**config.mk**
```make
export PLATFORM = sky130hd
export DESIGN_NAME = ef_spi_shift_engine
export DESIGN_NICKNAME = d
export VERILOG_FILES = /design/src/rtl/ef_spi_shift_engine.sv
export SDC_FILE = /design/constraint.sdc
export NUM_CORES = 1
export LEC_CHECK = 0
export CAP_MARGIN = 10
export CORE_MARGIN = 1
export CORE_UTILIZATION = 55
export DETAILED_ROUTE_END_ITERATION = 8
export MAX_ROUTING_LAYER = met4
export PLACE_DENSITY_LB_ADDON = 0.05
export REMOVE_ABC_BUFFERS = 1
export SLEW_MARGIN = 20
export SYNTH_ARGS = -nofsm -noshare
export SYNTH_HDL_FRONTEND = slang
export SYNTH_SLANG_ARGS = --single-unit
```
**constraint.sdc**
```tcl
create_clock -name clk -period 4.2 [get_ports clk]
set_input_delay 0.84 -clock clk [delete_from_list [all_inputs] [get_ports clk]]
set_output_delay 0.84 -clock clk [all_outputs]
set_load 0.01 [all_outputs]
```
**src/rtl/ef_spi_shift_engine.sv**
```systemverilog
// SPI master shift engine: one DW-bit word per accepted go, all four CPOL/CPHA modes.
// Latency: done appears (2*DW+1)*(clk_divider+1)+1 cycles after the go edge.
// Backpressure: go is accepted only in IDLE/DONE; go while busy is dropped. Option: EF_SPI_LSB_FIRST_EN.
module ef_spi_shift_engine #(
    parameter int DW  = 8,
    parameter int CDW = 8
) (
    input  logic           clk,
    input  logic           rst_n,
    input  logic           CPOL,
    input  logic           CPHA,
    input  logic [CDW-1:0] clk_divider,
    input  logic           go,
    input  logic [DW-1:0]  datai,
    output logic [DW-1:0]  datao,
    output logic           busy,
    output logic           done,
    input  logic           miso,
    output logic           mosi,
`ifdef EF_SPI_LSB_FIRST_EN
    input  logic           lsb_first,
`endif
    output logic           sclk
);
    localparam int EW = $clog2(2*DW) + 1;
    localparam logic [EW-1:0] LAST_EDGE = EW'(2*DW);
    localparam logic [EW-1:0] PENULT_EDGE = EW'(2*DW - 1);

    typedef enum logic [1:0] {IDLE, SHIFT, DONE} state_t;

    state_t          state, state_nxt;
    logic [CDW-1:0]  div_l, div_cnt;
    logic [EW-1:0]   edge_cnt;
    logic [DW-1:0]   tx_sr, rx_sr;
    logic            cpha_l, lsb_l, lsb_in;
    logic            accept, tick, last, sample;

`ifdef EF_SPI_LSB_FIRST_EN
    assign lsb_in = lsb_first;
`else
    assign lsb_in = 1'b0;
`endif

    function automatic logic [DW-1:0] shift_tx(input logic [DW-1:0] v, input logic lsb);
        return lsb ? (v >> 1) : (v << 1);
    endfunction

    function automatic logic head_bit(input logic [DW-1:0] v, input logic lsb);
        return lsb ? v[0] : v[DW-1];
    endfunction

    function automatic logic [DW-1:0] push_rx(input logic [DW-1:0] v, input logic m,
                                              input logic lsb);
        return lsb ? {m, v[DW-1:1]} : {v[DW-2:0], m};
    endfunction

    assign accept = go && (state != SHIFT);
    assign tick   = (state == SHIFT) && (div_cnt == div_l);
    assign last   = (edge_cnt == LAST_EDGE);
    // CPHA=0 samples on leading (odd) edges, CPHA=1 on trailing (even) edges
    assign sample = ~edge_cnt[0] ^ cpha_l;

    always_ff @(posedge clk) begin
        if (!rst_n) state <= IDLE;
        else        state <= state_nxt;
    end

    always_comb begin
        state_nxt = state;
        busy      = 1'b0;
        done      = 1'b0;
        case (state)
            IDLE:  if (accept) state_nxt = SHIFT;
            SHIFT: begin
                busy = 1'b1;
                if (tick && last) state_nxt = DONE;
            end
            DONE: begin
                done      = 1'b1;
                state_nxt = accept ? SHIFT : IDLE;
            end
            default: state_nxt = IDLE;
        endcase
    end

    always_ff @(posedge clk) begin
        if (!rst_n) begin
            div_l    <= '0;
            div_cnt  <= '0;
            edge_cnt <= '0;
            tx_sr    <= '0;
            rx_sr    <= '0;
            cpha_l   <= 1'b0;
            lsb_l    <= 1'b0;
            datao    <= '0;
            mosi     <= 1'b0;
            sclk     <= 1'b0;
        end else if (accept) begin
            div_l    <= clk_divider;
            cpha_l   <= CPHA;
            lsb_l    <= lsb_in;
            div_cnt  <= '0;
            edge_cnt <= '0;
            rx_sr    <= '0;
            sclk     <= CPOL;
            if (!CPHA) begin
                mosi  <= head_bit(datai, lsb_in);
                tx_sr <= shift_tx(datai, lsb_in);
            end else begin
                tx_sr <= datai;
            end
        end else if (state == SHIFT) begin
            if (tick) begin
                div_cnt <= '0;
                if (!last) begin
                    sclk     <= ~sclk;
                    edge_cnt <= edge_cnt + 1'b1;
                    if (sample) begin
                        rx_sr <= push_rx(rx_sr, miso, lsb_l);
                    end else if (edge_cnt != PENULT_EDGE) begin
                        mosi  <= head_bit(tx_sr, lsb_l);
                        tx_sr <= shift_tx(tx_sr, lsb_l);
                    end
                end else begin
                    // end of the hold half-period: publish the word as DONE is entered
                    datao <= rx_sr;
                end
            end else begin
                div_cnt <= div_cnt + 1'b1;
            end
        end else begin
            sclk <= CPOL;
        end
    end
endmodule
```
# Word-level counts from Yosys, hierarchy flattened

Cells that the tools add are included.

Muxes and demuxes: 25
Reduce and logical (&&, ||, !) cells: 15
Equality and inequality tests: 13
$add $sub $neg: 2
Bitwise logic cells: 6

Operators by type and width:

| operator                                                                 | number |
|---|---|
| 8-bit 2-to-1 mux                                                         | 8 |
| 1-bit 2-to-1 mux                                                         | 14 |
| 2-bit inequality test (second input constant)                            | 5 |
| 8-bit by 1-bit adder with 8-bit output (second input constant)           | 1 |
| 8-bit equality test                                                      | 1 |
| 4-bit AND reduction                                                      | 2 |
| 3-bit inequality test (second input constant)                            | 2 |
| 2-bit one-hot mux with 3 select lines                                    | 1 |
| 6-bit AND reduction                                                      | 1 |
| 2-bit nonzero test                                                       | 3 |
| 5-bit by 1-bit adder with 5-bit output (second input constant)           | 1 |
| 5-bit equality test (second input constant)                              | 1 |
| 5-bit by 4-bit inequality test with 1-bit output (second input constant) | 1 |
| 1-bit NOT                                                                | 5 |
| 5-bit AND reduction                                                      | 1 |
| 2-bit 2-to-1 mux                                                         | 2 |
| 2-bit AND reduction                                                      | 2 |
| 1-bit logical AND                                                        | 3 |
| 3-bit AND reduction                                                      | 1 |
| 2-bit by 1-bit equality test with 1-bit output (second input constant)   | 1 |
| 2-bit equality test (second input constant)                              | 1 |
| 2-bit zero test                                                          | 1 |
| 2-bit by 1-bit inequality test with 1-bit output (second input constant) | 1 |
| 2-bit OR reduction                                                       | 1 |
| 1-bit XOR                                                                | 1 |

Register bits: 50
Bits of input ports: 22
Output and inout bits: 12

# Longest topological paths before layout

Depth in word-level cells: 7
Gate-level depth with buffers: 9

# Worst setup path after synthesis

Ideal clock, no wire load.

Path kind: reg-to-reg
Start point: register edge_cnt[0]
End point: register tx_sr[1]
Setup slack: 1.972 ns
Setup time: 0.133 ns
Clock period less this slack: 2.228 ns
Cell stages (with the launch flop): 9
Data required time: 4.067 ns
Arrival: 2.095 ns
Cell sequence: dfxtp_1 > ha_1 > and3_1 > ha_1 > or3_1 > or4_1 > buf_6 > mux2i_1 > a21oi_1

Cells in the longest elaborated chain, start to end: 4

RTL lines:

| element                                                                     | RTL line | text |
|---|---|---|
| from (decl)                                                                 | 33       | `logic [EW-1:0] edge_cnt;` |
| from (signal assigned)                                                      | 117      | `edge_cnt <= edge_cnt + 1'b1;` |
| parallel branches: the longest is 3 deep, another holds 5-bit equality test | -        |  |
| 5-bit AND reduction (no line) (*)                                           | -        |  |
| to (signal assigned)                                                        | 108      | `tx_sr <= shift_tx(datai, lsb_in);` |
| to (signal assigned)                                                        | 110      | `tx_sr <= datai;` |
| to (signal assigned)                                                        | 122      | `tx_sr <= shift_tx(tx_sr, lsb_l);` |
| to (decl)                                                                   | 34       | `logic [DW-1:0] tx_sr, rx_sr;` |

Every way passes the cells marked *.
A chain may end at the register's enable or synchronous reset.

# Final worst setup path

Start point: register state[1]
End point: output busy

Cells in the longest elaborated chain, start to end: 2

RTL lines:

| element                                        | RTL line | text |
|---|---|---|
| from (decl)                                    | 31       | `state_t state, state_nxt;` |
| from (signal assigned)                         | 65       | `else state <= state_nxt;` |
| 2-bit by 1-bit equality test with 1-bit output | 72       | `case (state)` |
| 1-bit 2-to-1 mux                               | 72       |  |
| to (decl)                                      | 16       | `output logic busy,` |

Every way passes these cells.

==> impl_results.md <==
* Status: finished clean
* Layout cell share with drive strength beyond 1 at 0.08727
* Root Driver: clkbuf_8
* CTS Buf Count at 5
* Peak supply drop at between 0.0002 and 0.0003 V
* Die W at approximately 66 um
* Max_cap viols at 0
* Crit path time final at approximately 2.5 ns
* Final-report setup violation count at 0
* Core area at 3799 um2
* Unrepaired setup endpoints after global routing: no
* Post_cts resized at 0
* Pwr Total at around 0.9 mW
* Worst Hold Class: flip-flop to flip-flop
* Initial antenna violation count at 0
* Clock Path Buffers at 2
* Mapped cell area at 2267 um2
* Syn_area_per_cell at 9.292 um2
* Post-layout util at 0.7111
* CTS Sinks at 50
* Combinational fraction of design power at 0.132
* Main area contributors after synthesis: dfxtp_1 44%, mux2i_1 11%, nor2_1 4.8%
* Post-synth top area share at 0.4415
* Switching portion of total power at 0.2489
* Die Area at roughly 4400 um2
* Critical-path maximum fanout at 11
* Area grow syn2layout at 19.15%
* Initial Util at 0.5968
* CP startpoint kind: flip-flop
* Sw power at between 0.2 and 0.25 mW
* Hold endpoint: div_l[3]$_SDFFE_PN0P_
* Vias/cell at approximately 5.4
* Placed cell count at between 300 and 400
* Flop2flop setup slack at between 1.5 and 2 ns
* CTS tree: done
* Fillers at between 300 and 400
* Yosys reg bits at 50
* Vias in the first global route at roughly 1600
* Distinct cells, synth at 37
* First-pass GRT wire length at around 7.4 mm
* Post-Syn Instances at around 240
* Fin. Hold Viols at 0
* Worst-Margin Slew at around 0.84 ns
* Vias at roughly 1700
* Cell taking the most area after synthesis: dfxtp_1
* Reg2reg end: tx_sr[5]$_SDFFE_PN0P_
* Setup CP Type: flip-flop to output pin
* Global Route Usage Sum at 0.2233
* RR Startpoint: edge_cnt[0]$_SDFFE_PP0P_
* Clock power share at 0.313
* Relative slew margins at 0.4352
* WL per Instance at 13.23 um
* DR pass1 iterations at 4
* Max incr delay on CP at between 0.5 and 0.6 ns
* Fmax at a little under 0.4 GHz
* Critical Path End Type: output pin
* Flop pwr share at 0.555
* Static leakage at ~0.98 nW
* Ant diodes at 0
* Register area share after synthesis at 0.4415
* # IOs at 34
* Slew Viols, Final at 0
* CP cell instances: nand2b_1 > inv_2 > clkdlybuf4s50_1
* Post-cts hold buffer count at 0
* GRT Residual Overflow at 0
* CP max stage cell: clkdlybuf4s50_1
* Skew final at a little over 0.007 ns
* Synth warn at 0
* Site Rows at 22
* DRT iter0 DRCs at 84
* FF-to-FF path depth at 7
* Period utilisation layout at 0.5982
* Final Non-Filler Cells at around 320
* PwrDens at ~330 nW/um2
* Min Hold Slack at 0.4746 ns
* # port buffers at 33
* DRT antenna net count at 0
* Worst hold start: div_l[3]$_SDFFE_PN0P_
* Worst Path Required at approximately 3.4 ns
* Setup_tns at 0 ns
* Hpwl dp at between 2 and 3 mm
* Worst skew pair latency at about 0.3 ns
* Chip height at ~66 um
* Final wirelength at between 4 and 5 mm
* GP Congestion at around 0.75
* Final nets at 300
* Arrival time at the worst endpoint at 1.67 ns
* Clock Pin Slew Worst Setup and Hold Paths at 0.08 ns
* Internal power at between 0.6 and 0.7 mW
* # DRC at 0
* CP startpoint: state[1]$_SDFFE_PN0P_
* Hold depth at 2
* Pin count of the biggest net entering global routing at 28
* Post-CTS Setup Repair Bufs at 0
* H-tree Lvls at 2
==> synthesized netlist by cell type <==
cell type,n
inv_2,1
and4_1,1
nand4_1,2
or3_1,2
and3_1,2
nor2_1,29
nand2b_1,1
ha_1,4
nand3_1,9
nand2_1,26
buf_6,3
nor3_1,2
o22ai_1,1
and2_1,1
or4_1,1
nor4_1,3
a21oi_1,21
clkbuf_1,8
o311a_1,1
clkinv_1,1
a31o_2,1
o21ai_0,9
mux2_2,7
nor4_4,2
xnor2_1,12
nor2b_1,1
nor4b_1,1
buf_2,1
nand4_2,1
xor2_1,6
inv_1,4
or2_2,1
nand2_4,1
dfxtp_1,50
mux2i_1,26
nand4bb_1,1
nand3b_1,1
==> cell type report <==
class                           instances  area, um2  share of cell area
Inverter                                6      22.52            0.008337
Tap cell                               48      60.06             0.02223
Timing Repair Buffer                   35      345.3              0.1278
Sequential cell                        50       1001              0.3705
Multi-Input combinational cell        176       1181              0.4372
Clock buffer                            7      86.33             0.03196
Clock inverter                          1      5.005            0.001853
==> power groups by stage <==
stage                     Clock [mW]  Sequential [mW]  Combinational [mW]
after CTS                      0.289            0.500               0.120
after detailed placement           0            0.511               0.120
after floorplan                    0            0.509              0.0736
after global placement             0            0.511               0.118
after global routing           0.305            0.502               0.134
final                          0.282            0.500               0.119
==> metal layers <==
metal / part of all wire / track usage / vias to the layer above
met2: 0.46 / 0.3508 / 25
met1: 0.50 / 0.2962 / 806
met4: 0.0089 / 0.05585 / 0
met3: 0.031 / 0.04138 / 7
li1: - / - / 897
met5: 0 / - / -
==> flip-flops by register name, indices dropped and copies added (netlist names) <==
name	flops
datao	8
div_cnt	8
div_l	8
rx_sr	8
tx_sr	8
edge_cnt	5
state	2
cpha_l	1
mosi	1
sclk	1
==> critical path: cells and delay by family (launching register included) <==
family	cells	cell delay, ns
buf+inv	2	0.82
flops	1	0.31
simple gates	1	0.25
==> through the flow <==
stage	cell area (um2)	setup slack [ns]
floorplan	2198	1.639
global placement	2610	1.528
detailed placement	2610	1.478
CTS	2701	1.678
global route	2701	1.566
finish	2701	1.687
==> layout by cell type (no fill, tap or decap), types with 2 or more instances in the layout <==
cell / instances
mux2i_1: 26
or3_1: 2
clkbuf_8: 6
and3_1: 2
clkdlybuf4s50_1: 33
ha_1: 4
buf_4: 2
inv_1: 4
dfxtp_1: 50
o21ai_0: 9
nor4_1: 2
xor2_1: 6
nor3_1: 2
nand4_1: 2
nor2_1: 29
mux2_2: 7
nand2_1: 26
nor4_4: 2
xnor2_1: 12
nand3_1: 9
a21oi_1: 21
==> worst max path at each step <==
stage                               endpoint  slack (ns)  depth (start not counted)
floorplan              datao[0]$_SDFFE_PN0P_        1.64                          6
global placement    edge_cnt[2]$_SDFFE_PP0P_        1.53                          6
detailed placement  edge_cnt[2]$_SDFFE_PP0P_        1.48                          6
CTS                                     busy        1.68                          3
global route           tx_sr[5]$_SDFFE_PN0P_        1.57                          7
finish                                  busy        1.69                          3
==> kinds of logic (layout without fill, tap and decap cells) <==
logic type / count (synthesis) / in the layout / synth area share
AOI/OAI and AO/OA: 33 / 33 / 0.07726
xor gates and xnor gates: 18 / 18 / 0.06954
adders and majority gates: 4 / 4 / 0.02208
buffers and inverters: 18 / 49 / 0.04028
DFF: 50 / 50 / 0.4415
muxes: 33 / 33 / 0.1496
and+or+nand+nor: 88 / 88 / 0.1998
Note: power is estimated with default switching activity, not from simulation.
